File: src/rtl/vdma_burst_arbiter_pkg.sv
// Shared types and helpers for the VDMA burst arbiter and its round-robin picker.
package vdma_arb_pkg;

    localparam int MAX_CH  = 8;
    localparam int MAX_CHW = 3;

    typedef enum logic [2:0] {
        IDLE,
        GRANT,
        ISSUE,
        WAIT_DONE,
        RELEASE
    } arb_state_e;

    typedef struct packed {
        logic               found;
        logic [MAX_CHW-1:0] idx;
    } rr_result_t;

    // Channel index width for a given channel count; never narrower than one bit.
    function automatic int chw_of(input int n);
        return (n > 1) ? $clog2(n) : 1;
    endfunction

    // First requesting channel strictly after ptr, wrapping at num_ch.
    function automatic rr_result_t rr_first(input logic [MAX_CH-1:0]  req,
                                            input logic [MAX_CHW-1:0] ptr,
                                            input int                 num_ch);
        rr_result_t         res;
        logic [MAX_CHW-1:0] pos;
        res = '0;
        for (int k = 1; k <= MAX_CH; k++) begin
            pos = MAX_CHW'((int'(ptr) + k) % num_ch);
            if (k <= num_ch && !res.found && req[pos]) begin
                res.found = 1'b1;
                res.idx   = pos;
            end
        end
        return res;
    endfunction

endpackage

File: src/rtl/vdma_burst_arbiter_if.sv
// Command/completion bus between the arbiter and the shared AXI burst engine.
interface vdma_burst_arbiter_if
    import vdma_arb_pkg::*;
#(
    parameter int NUM_CH = 2,
    parameter int LSIZE  = 9
);
    localparam int CHW = chw_of(NUM_CH);

    logic             cmd_valid;
    logic             cmd_ready;
    logic [LSIZE-1:0] cmd_len;
    logic             cmd_tail;
    logic [CHW-1:0]   cmd_ch;
    logic             eng_done;

    modport master (
        output cmd_valid, cmd_len, cmd_tail, cmd_ch,
        input  cmd_ready, eng_done
    );

    modport slave (
        input  cmd_valid, cmd_len, cmd_tail, cmd_ch,
        output cmd_ready, eng_done
    );
endinterface

File: src/rtl/vdma_burst_arbiter_rr_pick.sv
// Combinational round-robin picker: request vector + last-served pointer -> one-hot grant and index.
module rr_pick
    import vdma_arb_pkg::*;
#(
    parameter  int NUM_CH = 2,
    localparam int CHW    = chw_of(NUM_CH)
) (
    input  logic [NUM_CH-1:0] req,
    input  logic [CHW-1:0]    ptr,
    output logic [NUM_CH-1:0] grant,
    output logic [CHW-1:0]    idx,
    output logic              found
);
    rr_result_t pick;

    // Search from the channel after the pointer so the last-served channel goes last.
    always_comb begin
        pick = rr_first(MAX_CH'(req), MAX_CHW'(ptr), NUM_CH);
    end

    assign idx   = CHW'(pick.idx);
    assign found = pick.found;

    for (genvar gi = 0; gi < NUM_CH; gi++) begin : g_grant
        assign grant[gi] = pick.found && (pick.idx == MAX_CHW'(gi));
    end
endmodule

File: src/rtl/vdma_burst_arbiter.sv
// Round-robin arbiter sharing one AXI burst engine between NUM_CH VDMA requesters.
module vdma_burst_arbiter
    import vdma_arb_pkg::*;
#(
    parameter  int NUM_CH = 2,
    parameter  int LSIZE  = 9,
    localparam int CHW    = chw_of(NUM_CH)
) (
    input  logic                    clock,
    input  logic                    rst_n,
    input  logic [NUM_CH-1:0]       req_burst,
    input  logic [NUM_CH-1:0]       req_tail,
    input  logic [NUM_CH*LSIZE-1:0] req_len,
    input  logic [NUM_CH-1:0]       ch_fsync,
    output logic [NUM_CH-1:0]       ch_resp,
    output logic [NUM_CH-1:0]       ch_done,
    vdma_burst_arbiter_if.master    eng,
    output logic                    busy
);
    arb_state_e        state_reg, state_next;
    logic [CHW-1:0]    ptr_reg, ptr_next;
    logic              abort_reg, abort_next;
    logic [NUM_CH-1:0] winner_oh_reg, winner_oh_next;
    logic              cmd_valid_reg, cmd_valid_next;
    logic [LSIZE-1:0]  cmd_len_reg, cmd_len_next;
    logic              cmd_tail_reg, cmd_tail_next;
    logic [CHW-1:0]    cmd_ch_reg, cmd_ch_next;
    logic [NUM_CH-1:0] ch_resp_reg, ch_resp_next;
    logic [NUM_CH-1:0] ch_done_reg, ch_done_next;
    logic              busy_reg;

    logic [NUM_CH-1:0] req_any;
    logic [NUM_CH-1:0] pick_grant;
    logic [CHW-1:0]    pick_idx;
    logic              pick_found;
    logic              abort_now;

    assign req_any = req_burst | req_tail;

    rr_pick #(.NUM_CH(NUM_CH)) u_pick (
        .req   (req_any),
        .ptr   (ptr_reg),
        .grant (pick_grant),
        .idx   (pick_idx),
        .found (pick_found)
    );

    // Next-state and registered-output logic; the engine handshake is never broken by an abort.
    always_comb begin
        state_next     = state_reg;
        ptr_next       = ptr_reg;
        abort_next     = abort_reg;
        winner_oh_next = winner_oh_reg;
        cmd_valid_next = cmd_valid_reg;
        cmd_len_next   = cmd_len_reg;
        cmd_tail_next  = cmd_tail_reg;
        cmd_ch_next    = cmd_ch_reg;
        ch_resp_next   = '0;
        ch_done_next   = '0;
        abort_now      = abort_reg | (|(ch_fsync & winner_oh_reg));

        case (state_reg)
            IDLE: begin
                if (|req_any) state_next = GRANT;
            end
            GRANT: begin
                if (pick_found) begin
                    winner_oh_next = pick_grant;
                    cmd_ch_next    = pick_idx;
                    cmd_len_next   = req_len[int'(pick_idx)*LSIZE +: LSIZE];
                    cmd_tail_next  = req_tail[pick_idx];
                    cmd_valid_next = 1'b1;
                    abort_next     = |(ch_fsync & pick_grant);
                    state_next     = ISSUE;
                end else begin
                    state_next = IDLE;
                end
            end
            ISSUE: begin
                abort_next = abort_now;
                if (eng.cmd_ready) begin
                    cmd_valid_next = 1'b0;
                    if (!abort_now) ch_resp_next = winner_oh_reg;
                    state_next = WAIT_DONE;
                end
            end
            WAIT_DONE: begin
                abort_next = abort_now;
                if (eng.eng_done) begin
                    if (!abort_now) ch_done_next = winner_oh_reg;
                    state_next = RELEASE;
                end
            end
            RELEASE: begin
                ptr_next   = cmd_ch_reg;
                abort_next = 1'b0;
                state_next = IDLE;
            end
            default: state_next = IDLE;
        endcase
    end

    // State and output registers; reset starts the pointer at the last channel so ch0 wins first.
    always_ff @(posedge clock) begin
        if (!rst_n) begin
            state_reg     <= IDLE;
            ptr_reg       <= CHW'(NUM_CH - 1);
            abort_reg     <= 1'b0;
            winner_oh_reg <= '0;
            cmd_valid_reg <= 1'b0;
            cmd_len_reg   <= '0;
            cmd_tail_reg  <= 1'b0;
            cmd_ch_reg    <= '0;
            ch_resp_reg   <= '0;
            ch_done_reg   <= '0;
            busy_reg      <= 1'b0;
        end else begin
            state_reg     <= state_next;
            ptr_reg       <= ptr_next;
            abort_reg     <= abort_next;
            winner_oh_reg <= winner_oh_next;
            cmd_valid_reg <= cmd_valid_next;
            cmd_len_reg   <= cmd_len_next;
            cmd_tail_reg  <= cmd_tail_next;
            cmd_ch_reg    <= cmd_ch_next;
            ch_resp_reg   <= ch_resp_next;
            ch_done_reg   <= ch_done_next;
            busy_reg      <= (state_next != IDLE);
        end
    end

    assign eng.cmd_valid = cmd_valid_reg;
    assign eng.cmd_len   = cmd_len_reg;
    assign eng.cmd_tail  = cmd_tail_reg;
    assign eng.cmd_ch    = cmd_ch_reg;
    assign ch_resp       = ch_resp_reg;
    assign ch_done       = ch_done_reg;
    assign busy          = busy_reg;
endmodule
File: src/flat_wrapper.sv
// flat-port wrapper written by rule: the top's interface ports become plain ports
module vdma_burst_arbiter_flat import vdma_arb_pkg::*;
#(
    parameter  int NUM_CH = 2,
    parameter  int LSIZE  = 9,
    localparam int CHW    = chw_of(NUM_CH)
)
  (clock, rst_n, req_burst, req_tail, req_len, ch_fsync, ch_resp, ch_done, busy, eng_cmd_valid, eng_cmd_len, eng_cmd_tail, eng_cmd_ch, eng_cmd_ready, eng_eng_done);
  vdma_burst_arbiter_if #(.NUM_CH(NUM_CH), .LSIZE(LSIZE)) eng_i ();
  input  logic clock;
  input  logic rst_n;
  input  logic [NUM_CH-1:0] req_burst;
  input  logic [NUM_CH-1:0] req_tail;
  input  logic [NUM_CH*LSIZE-1:0] req_len;
  input  logic [NUM_CH-1:0] ch_fsync;
  output logic [NUM_CH-1:0] ch_resp;
  output logic [NUM_CH-1:0] ch_done;
  output logic busy;
  output wire logic [$bits(eng_i.cmd_valid)-1:0] eng_cmd_valid;
  output wire logic [$bits(eng_i.cmd_len)-1:0] eng_cmd_len;
  output wire logic [$bits(eng_i.cmd_tail)-1:0] eng_cmd_tail;
  output wire logic [$bits(eng_i.cmd_ch)-1:0] eng_cmd_ch;
  input wire logic [$bits(eng_i.cmd_ready)-1:0] eng_cmd_ready;
  input wire logic [$bits(eng_i.eng_done)-1:0] eng_eng_done;
  assign eng_cmd_valid = eng_i.cmd_valid;
  assign eng_cmd_len = eng_i.cmd_len;
  assign eng_cmd_tail = eng_i.cmd_tail;
  assign eng_cmd_ch = eng_i.cmd_ch;
  assign eng_i.cmd_ready = eng_cmd_ready;
  assign eng_i.eng_done = eng_eng_done;
  vdma_burst_arbiter #(.NUM_CH(NUM_CH), .LSIZE(LSIZE)) u_core (.clock(clock), .rst_n(rst_n), .req_burst(req_burst), .req_tail(req_tail), .req_len(req_len), .ch_fsync(ch_fsync), .ch_resp(ch_resp), .ch_done(ch_done), .eng(eng_i), .busy(busy));
endmodule
File: config.mk
export PLATFORM = sky130hd
export DESIGN_NAME = vdma_burst_arbiter_flat
export DESIGN_NICKNAME = d
export VERILOG_FILES = /design/src/rtl/vdma_burst_arbiter_pkg.sv /design/src/rtl/vdma_burst_arbiter_if.sv /design/src/rtl/vdma_burst_arbiter_rr_pick.sv /design/src/rtl/vdma_burst_arbiter.sv /design/src/flat_wrapper.sv
export SDC_FILE = /design/constraint.sdc
export NUM_CORES = 1
export LEC_CHECK = 0
export CAP_MARGIN = 30
export CORE_ASPECT_RATIO = 0.7
export CORE_MARGIN = 2
export CORE_UTILIZATION = 44
export DETAILED_ROUTE_END_ITERATION = 7
export PLACE_DENSITY = 0.85
export SLEW_MARGIN = 20
export SYNTH_ARGS = -nofsm -noshare
export SYNTH_HDL_FRONTEND = slang
export SYNTH_SLANG_ARGS = --single-unit
File: constraint.sdc
create_clock -name clock -period 3.8 [get_ports clock]
set_input_delay 0.38 -clock clock [delete_from_list [all_inputs] [get_ports clock]]
set_output_delay 0.38 -clock clock [all_outputs]
set_load 0.05 [all_outputs]
==> impl_metrics.py, run 1 <==
metrics = {
    "run_status": {
        "outcome": "finished, final reports clean",
    },
    "finish": {
        "mostFrequentLayoutCell": "clkdlybuf4s50_1",
        "final.fill_count": 183,
        "layout_cell_share_with_drive_strength_beyond_1_pct": 6.37,
        "layout.cells.non_filler": 189,
        "largest_register_ffs": 9,
        "most-common-layout-cells": "clkdlybuf4s50_1, dfxtp_1, a21oi_1",
        "antenna-diode-count": 0,
        "layout-area-overhead-vs-synth_pct": 50.1,
        "design.final.nets": 186,
    },
    "min_path": {
        "hold_path_class": "register to register",
    },
    "yosys": {
        "synth.distinct_cells": 33,
        "netlist_instances": 114,
        "post_synth_edffs": 0,
        "synth.net_count": 142,
        "post-synth-top-area-cell": "dfxtp_1",
        "ys_warn_count": 0,
        "synthesis.area_per_instance_sq_um": 9.08,
        "synth_top_area_share_pct": 46.4,
        "asr_flop_ratio_synth_pct": 0,
        "post_synthesis_register_bit_count": 24,
        "seq_area_frac_synth_pct": 46.4,
        "syn_area_sq_um": 1030,
        "synth_top_cells_by_area": "dfxtp_1, mux2i_1, a21oi_1",
        "synth_top_flop_cell": "dfxtp_1",
    },
    "sta": {
        "max_freq_ghz": 0.533,
        "final_hold_viol_count": 0,
        "post-route-worst-setup-slack_ns": 1.92,
        "final_period_minus_worst_setup_slack_ns": 1.88,
        "slew_headroom_pct": 57.6,
        "grt_setup_unrepaired": "false",
        "slew_viol_final": 0,
        "layout_worst_path_cycle_share_pct": 49.4,
        "tightest_slew_ns": 0.630,
        "fin_hold_ws_ns": 0.493,
        "setup-tns-final_ns": 0,
        "report.final.setup_viol": 0,
        "skew_ns": 0.00538,
    },
    "global_routing": {
        "largest_net_degree_at_the_start_of_global_routing": 24,
        "first_global_vias": 1027,
        "grt_pass1_wl_um": 4360,
        "antenna_found_initial": 0,
        "grt_overflow": 0,
        "gr-usage-all-layers_pct": 21.8,
    },
    "clocking": {
        "post_cts_hold_buffer_count": 0,
        "clockBufferDepth": 2,
        "tritoncts": "built",
        "tritoncts.num_buffers": 3,
        "postCtsSetupBuffers": 0,
        "clk_latency_ns": 0.31,
        "cts_sinks": 24,
        "cts.htree.levels": 1,
        "cts-root-buf": "clkbuf_4",
        "cts_resized": 0,
        "clock_pin_slew_reported_for_the_worst_setup_and_hold_paths_after_clock_tree_synthesis_ns": 0.12,
    },
    "critical_path": {
        "crit_chain": "clkdlybuf4s50_1",
        "endpoint_kind": "output pin",
        "timing.critical_path.slowest_cell_delay_ns": 0.82,
        "worst_path_dominant_cell_family": "buffers and inverters",
        "cp.buffers_inverters": 1,
        "path_max_fanout": 3,
        "crit_arrival_ns": 1.50,
        "cp_slowest_cell": "clkdlybuf4s50_1",
        "worst_ep_required_time_ns": 3.42,
        "worstSetupStartpointType": "register",
        "crit_type": "register to output pin",
    },
    "placement": {
        "numPortBuffers": 44,
        "place_inst": 185,
        "preCtsSetupSlack_ns": 1.66,
        "place.detailed.hpwl_um": 2010,
        "globalplace.congestion": 0.781,
    },
    "die": {
        "die-height_um": 44.6,
        "initial_utilization_pct": 47.3,
        "die_w_um": 62.0,
        "core_area_sq_um": 2190,
        "ioPinCount": 45,
        "floorplan.die_area_sq_um": 2760,
        "num_rows": 14,
    },
    "drt": {
        "avgRoutedWirePerCell_um": 13.9,
        "totalWireLength_um": 2630,
        "avgViaCountPerCell": 5.14,
        "drt_drc_violations_left": 0,
        "dr.first_iter.drc_count": 20,
        "ant_nets": 0,
        "via_count": 972,
        "dr.pass1.iters": 4,
    },
    "flow_run": {
        "count_of_maximum_capacitance_violations": 0,
    },
    "power": {
        "power_uw": 714,
        "ir_worst_vdd_uv": 274,
        "leakagePower_nw": 0.566,
        "power.density_cell_area_nw_per_um2": 460,
    },
}
[routing by layer]
metal | vias to the layer above | track usage [%] | wire (um)
met1 | 444 | 25.1 | 1100
met3 | 4 | 7.02 | 122
li1 | 491 | - | -
met2 | 33 | 37.5 | 1360
met4 | 0 | 8.09 | 42
met5 | - | 0 | 0
[per-stage QoR]
step                      util (%)  area, sq um
after floorplan                  -         1030
after global placement        68.5         1500
after detailed placement      68.5         1500
after CTS                     70.9         1550
after global routing          70.9         1550
final                         70.9         1550
[cell usage after synthesis (all sizes together) (2+ instances only)]
master	count
and2	4
dfxtp	24
inv	2
nor2b	2
o21a	2
nand2b	4
clkbuf	4
mux2i	10
a21boi	3
o21ai	10
nor2	7
buf	3
a21oi	14
nand2	9
[layout make-up]
| cell class | instances | area (sq um) | area share [%] |
|---|---|---|---|
| flip-flops and latches | 24 | 480 | 30.9 |
| inverters | 2 | 7.51 | 0.483 |
| clock buffers | 3 | 22.5 | 1.45 |
| clock inverters | 1 | 30.0 | 1.93 |
| well taps | 32 | 40.0 | 2.58 |
| repair buffers | 46 | 455 | 29.3 |
| multi-input cells | 81 | 517 | 33.3 |
[cells by family after synthesis]
family / after synthesis / share of synthesized area, %
buffers and inverters: 9 / 3.63
AOI/OAI and AO/OA: 39 / 23.2
DFF: 24 / 46.4
and+or+nand+nor: 32 / 17.0
muxes: 10 / 9.67
[final timing paths]
check	from	to	slack, ns	depth (start not counted)
worst max register to register	u_core.state_reg[0]$_SDFF_PN0_	u_core.eng.cmd_tail$_SDFFE_PN0P_	2.18	3
worst min register to register	u_core.eng.cmd_tail$_SDFFE_PN0P_	u_core.eng.cmd_tail$_SDFFE_PN0P_	0.49	2
worst min-delay path	u_core.eng.cmd_tail$_SDFFE_PN0P_	u_core.eng.cmd_tail$_SDFFE_PN0P_	0.49	2
worst max-delay path	u_core.eng.cmd_ch$_SDFFE_PN0P_	eng_cmd_ch	1.92	1
[where the power goes]
group / internal [mW] / total (mW) / switching, mW
Combinational: 0.0966 / 0.230 / 0.134
Sequential: 0.280 / 0.303 / 0.0225
Clock: 0.107 / 0.181 / 0.0747
(Power assumes the default switching activity.)
==> run 2, diff against run 1 <==
Settings changed: CORE_UTILIZATION 44 to 37, PLACE_DENSITY 0.85 to 0.77.
Clock period 3.8 ns to 1.6 ns, I/O delays scaled along.
==> run 2 against run 1 <==
Against the previous run: first-iteration DRC count rose to 2.6 times the previous value; core utilization down 12 points; clock power up 120%; die area up 17%; sequential share of layout area down 1.2 points.
==> impl_metrics.py, run 2 (synthesis results as in run 1) <==
metrics = {
    "global_routing": {
        "antenna_found_initial": 0,
        "largest_net_degree_at_the_start_of_global_routing": 23,
        "grt_overflow": 0,
        "groute.layer.met1.usage_pct": 19.8,
        "groute.layer.met3.usage_pct": 6.70,
        "grt_most_used_layer": "met2",
        "first_global_vias": 965,
        "gr-usage-all-layers_pct": 17.5,
        "grt_use_met2_pct": 32.1,
        "grt_pass1_wl_um": 4160,
    },
    "power": {
        "ir_worst_vdd_uv": 526,
        "leakagePower_nw": 0.650,
        "power.density_cell_area_nw_per_um2": 1050,
    },
    "drt": {
        "via_count": 1006,
        "totalWireLength_um": 2570,
        "dr.first_iter.drc_count": 52,
        "dr.pass1.iters": 4,
        "ant_nets": 0,
        "drt_drc_violations_left": 0,
        "avgViaCountPerCell": 4.98,
        "avgRoutedWirePerCell_um": 12.7,
    },
    "sta": {
        "final_hold_viol_count": 0,
        "post-route-worst-setup-slack_ns": 0.0327,
        "report.final.setup_viol": 0,
        "final_period_minus_worst_setup_slack_ns": 1.57,
        "grt_setup_unrepaired": "false",
        "max_freq_ghz": 0.638,
        "slew_viol_final": 0,
        "slew_headroom_pct": 68.2,
        "skew_ns": 0.00158,
        "tightest_slew_ns": 0.473,
        "layout_worst_path_cycle_share_pct": 98.0,
    },
    "placement": {
        "numPortBuffers": 44,
        "place.detailed.hpwl_um": 2000,
        "placement.cell_area_sq_um": 1550,
        "globalplace.congestion": 0.734,
        "preCtsSetupSlack_ns": -0.331,
    },
    "die": {
        "floorplan.die_area_sq_um": 3240,
        "die_w_um": 67.2,
        "num_rows": 16,
        "core_area_sq_um": 2720,
        "initial_utilization_pct": 38.0,
        "ioPinCount": 45,
        "die-height_um": 48.2,
    },
    "clocking": {
        "post_cts_hold_buffer_count": 0,
        "clk_latency_ns": 0.26,
        "tritoncts.num_buffers": 3,
        "tritoncts": "built",
        "cts.htree.levels": 1,
        "cts_sinks": 24,
        "cts-root-buf": "clkbuf_8",
        "clock_pin_slew_reported_for_the_worst_setup_and_hold_paths_after_clock_tree_synthesis_ns": 0.08,
        "clockBufferDepth": 2,
    },
    "finish": {
        "design.final.nets": 195,
        "largest_register_ffs": 9,
        "layout.cell_area.non_filler_sq_um": 1610,
        "layout_cell_share_with_drive_strength_beyond_1_pct": 22.3,
        "most-common-layout-cells": "clkdlybuf4s50_1, buf_4, dfxtp_1",
        "layout-area-overhead-vs-synth_pct": 55.9,
        "antenna-diode-count": 0,
    },
    "run_status": {
        "outcome": "finished, final reports clean",
    },
    "critical_path": {
        "crit_chain": "clkdlybuf4s50_1 -> nor4_2 -> or4b_4 -> a311o_1 -> a21boi_1",
        "timing.critical_path.slowest_cell_delay_ns": 0.53,
        "worstSetupStartpointType": "input pin",
        "crit_arrival_ns": 1.76,
        "crit_type": "input pin to register",
        "cp_slowest_cell": "or4b_4",
        "path_max_fanout": 5,
        "worst_ep_required_time_ns": 1.80,
        "endpoint_kind": "register",
    },
    "min_path": {
        "hold_path_class": "register to register",
    },
    "flow_run": {
        "count_of_maximum_capacitance_violations": 0,
    },
}
-- run 2: changes by cell type in the layout (fill, tap and decap cells not counted), sizes merged --
| cell | delta |
|---|---|
| buf | +26 |
| clkbuf | +1 |
| bufinv | -1 |
| clkdlybuf4s50 | -17 |
-- run 2: cell type report --
cell class,count,area (sq um)
fillers,238,1110
multi-input cells,81,532
repair buffers,55,493
flip-flops and latches,24,480
clock buffers,4,55.1
well taps,36,45.0
inverters,2,7.51
-- run 2: final timing paths --
kind / startpoint / endpoint / slack (ns) / depth (start not counted)
setup / recovery: req_burst[0] / u_core.eng.cmd_tail$_SDFFE_PN0P_ / 0.03 / 5
hold / removal: u_core.eng.cmd_tail$_SDFFE_PN0P_ / u_core.eng.cmd_tail$_SDFFE_PN0P_ / 0.48 / 2
setup reg to reg: u_core.state_reg[1]$_SDFF_PN0_ / u_core.eng.cmd_tail$_SDFFE_PN0P_ / 0.15 / 3
hold reg to reg: u_core.eng.cmd_tail$_SDFFE_PN0P_ / u_core.eng.cmd_tail$_SDFFE_PN0P_ / 0.48 / 2
-- run 2: what timing repair did --
item                                    in CTS  in global routing
gates resized for setup                      1                  0
endpoints found under the setup margin       8                  0
setup buffers                                0                  0
-- run 2: critical path, delay by kind of cell --
family                 cells  cell delay, ns
buffers and inverters      1            0.51
AO/OA/AOI/OAI              2            0.48
AND/OR/NAND/NOR            2            0.61
-- run 2: power by group --
group / total, mW / switching (mW) / internal (mW) / leakage, nW
combinational: 0.588 / 0.340 / 0.248 / 0.424
sequential: 0.702 / 0.0367 / 0.665 / 0.197
clock: 0.401 / 0.181 / 0.220 / 0.0288
-- run 2: stage by stage --
step | power [mW] | util [%] | hold WS, ns | setup TNS, ns | instances
finish | 1.69 | 59.2 | 0.476 | 0 | 202
floorplan | 1.07 | - | 0.325 | 0 | 114
detailed placement | 1.30 | 57.0 | 0.466 | -4.99 | 198
CTS | 1.71 | 59.2 | 0.479 | 0 | 202
global route | 1.78 | 59.2 | 0.517 | 0 | 202
global placement | 1.29 | 57.0 | 0.444 | -3.77 | 198
-- run 2: metal layers --
| metal | wire length [um] | vias to the layer above |
|---|---|---|
| li1 | - | 509 |
| met1 | 1070 | 463 |
| met2 | 1320 | 30 |
| met3 | 158 | 4 |
| met4 | 27 | 0 |
| met5 | 0 | - |
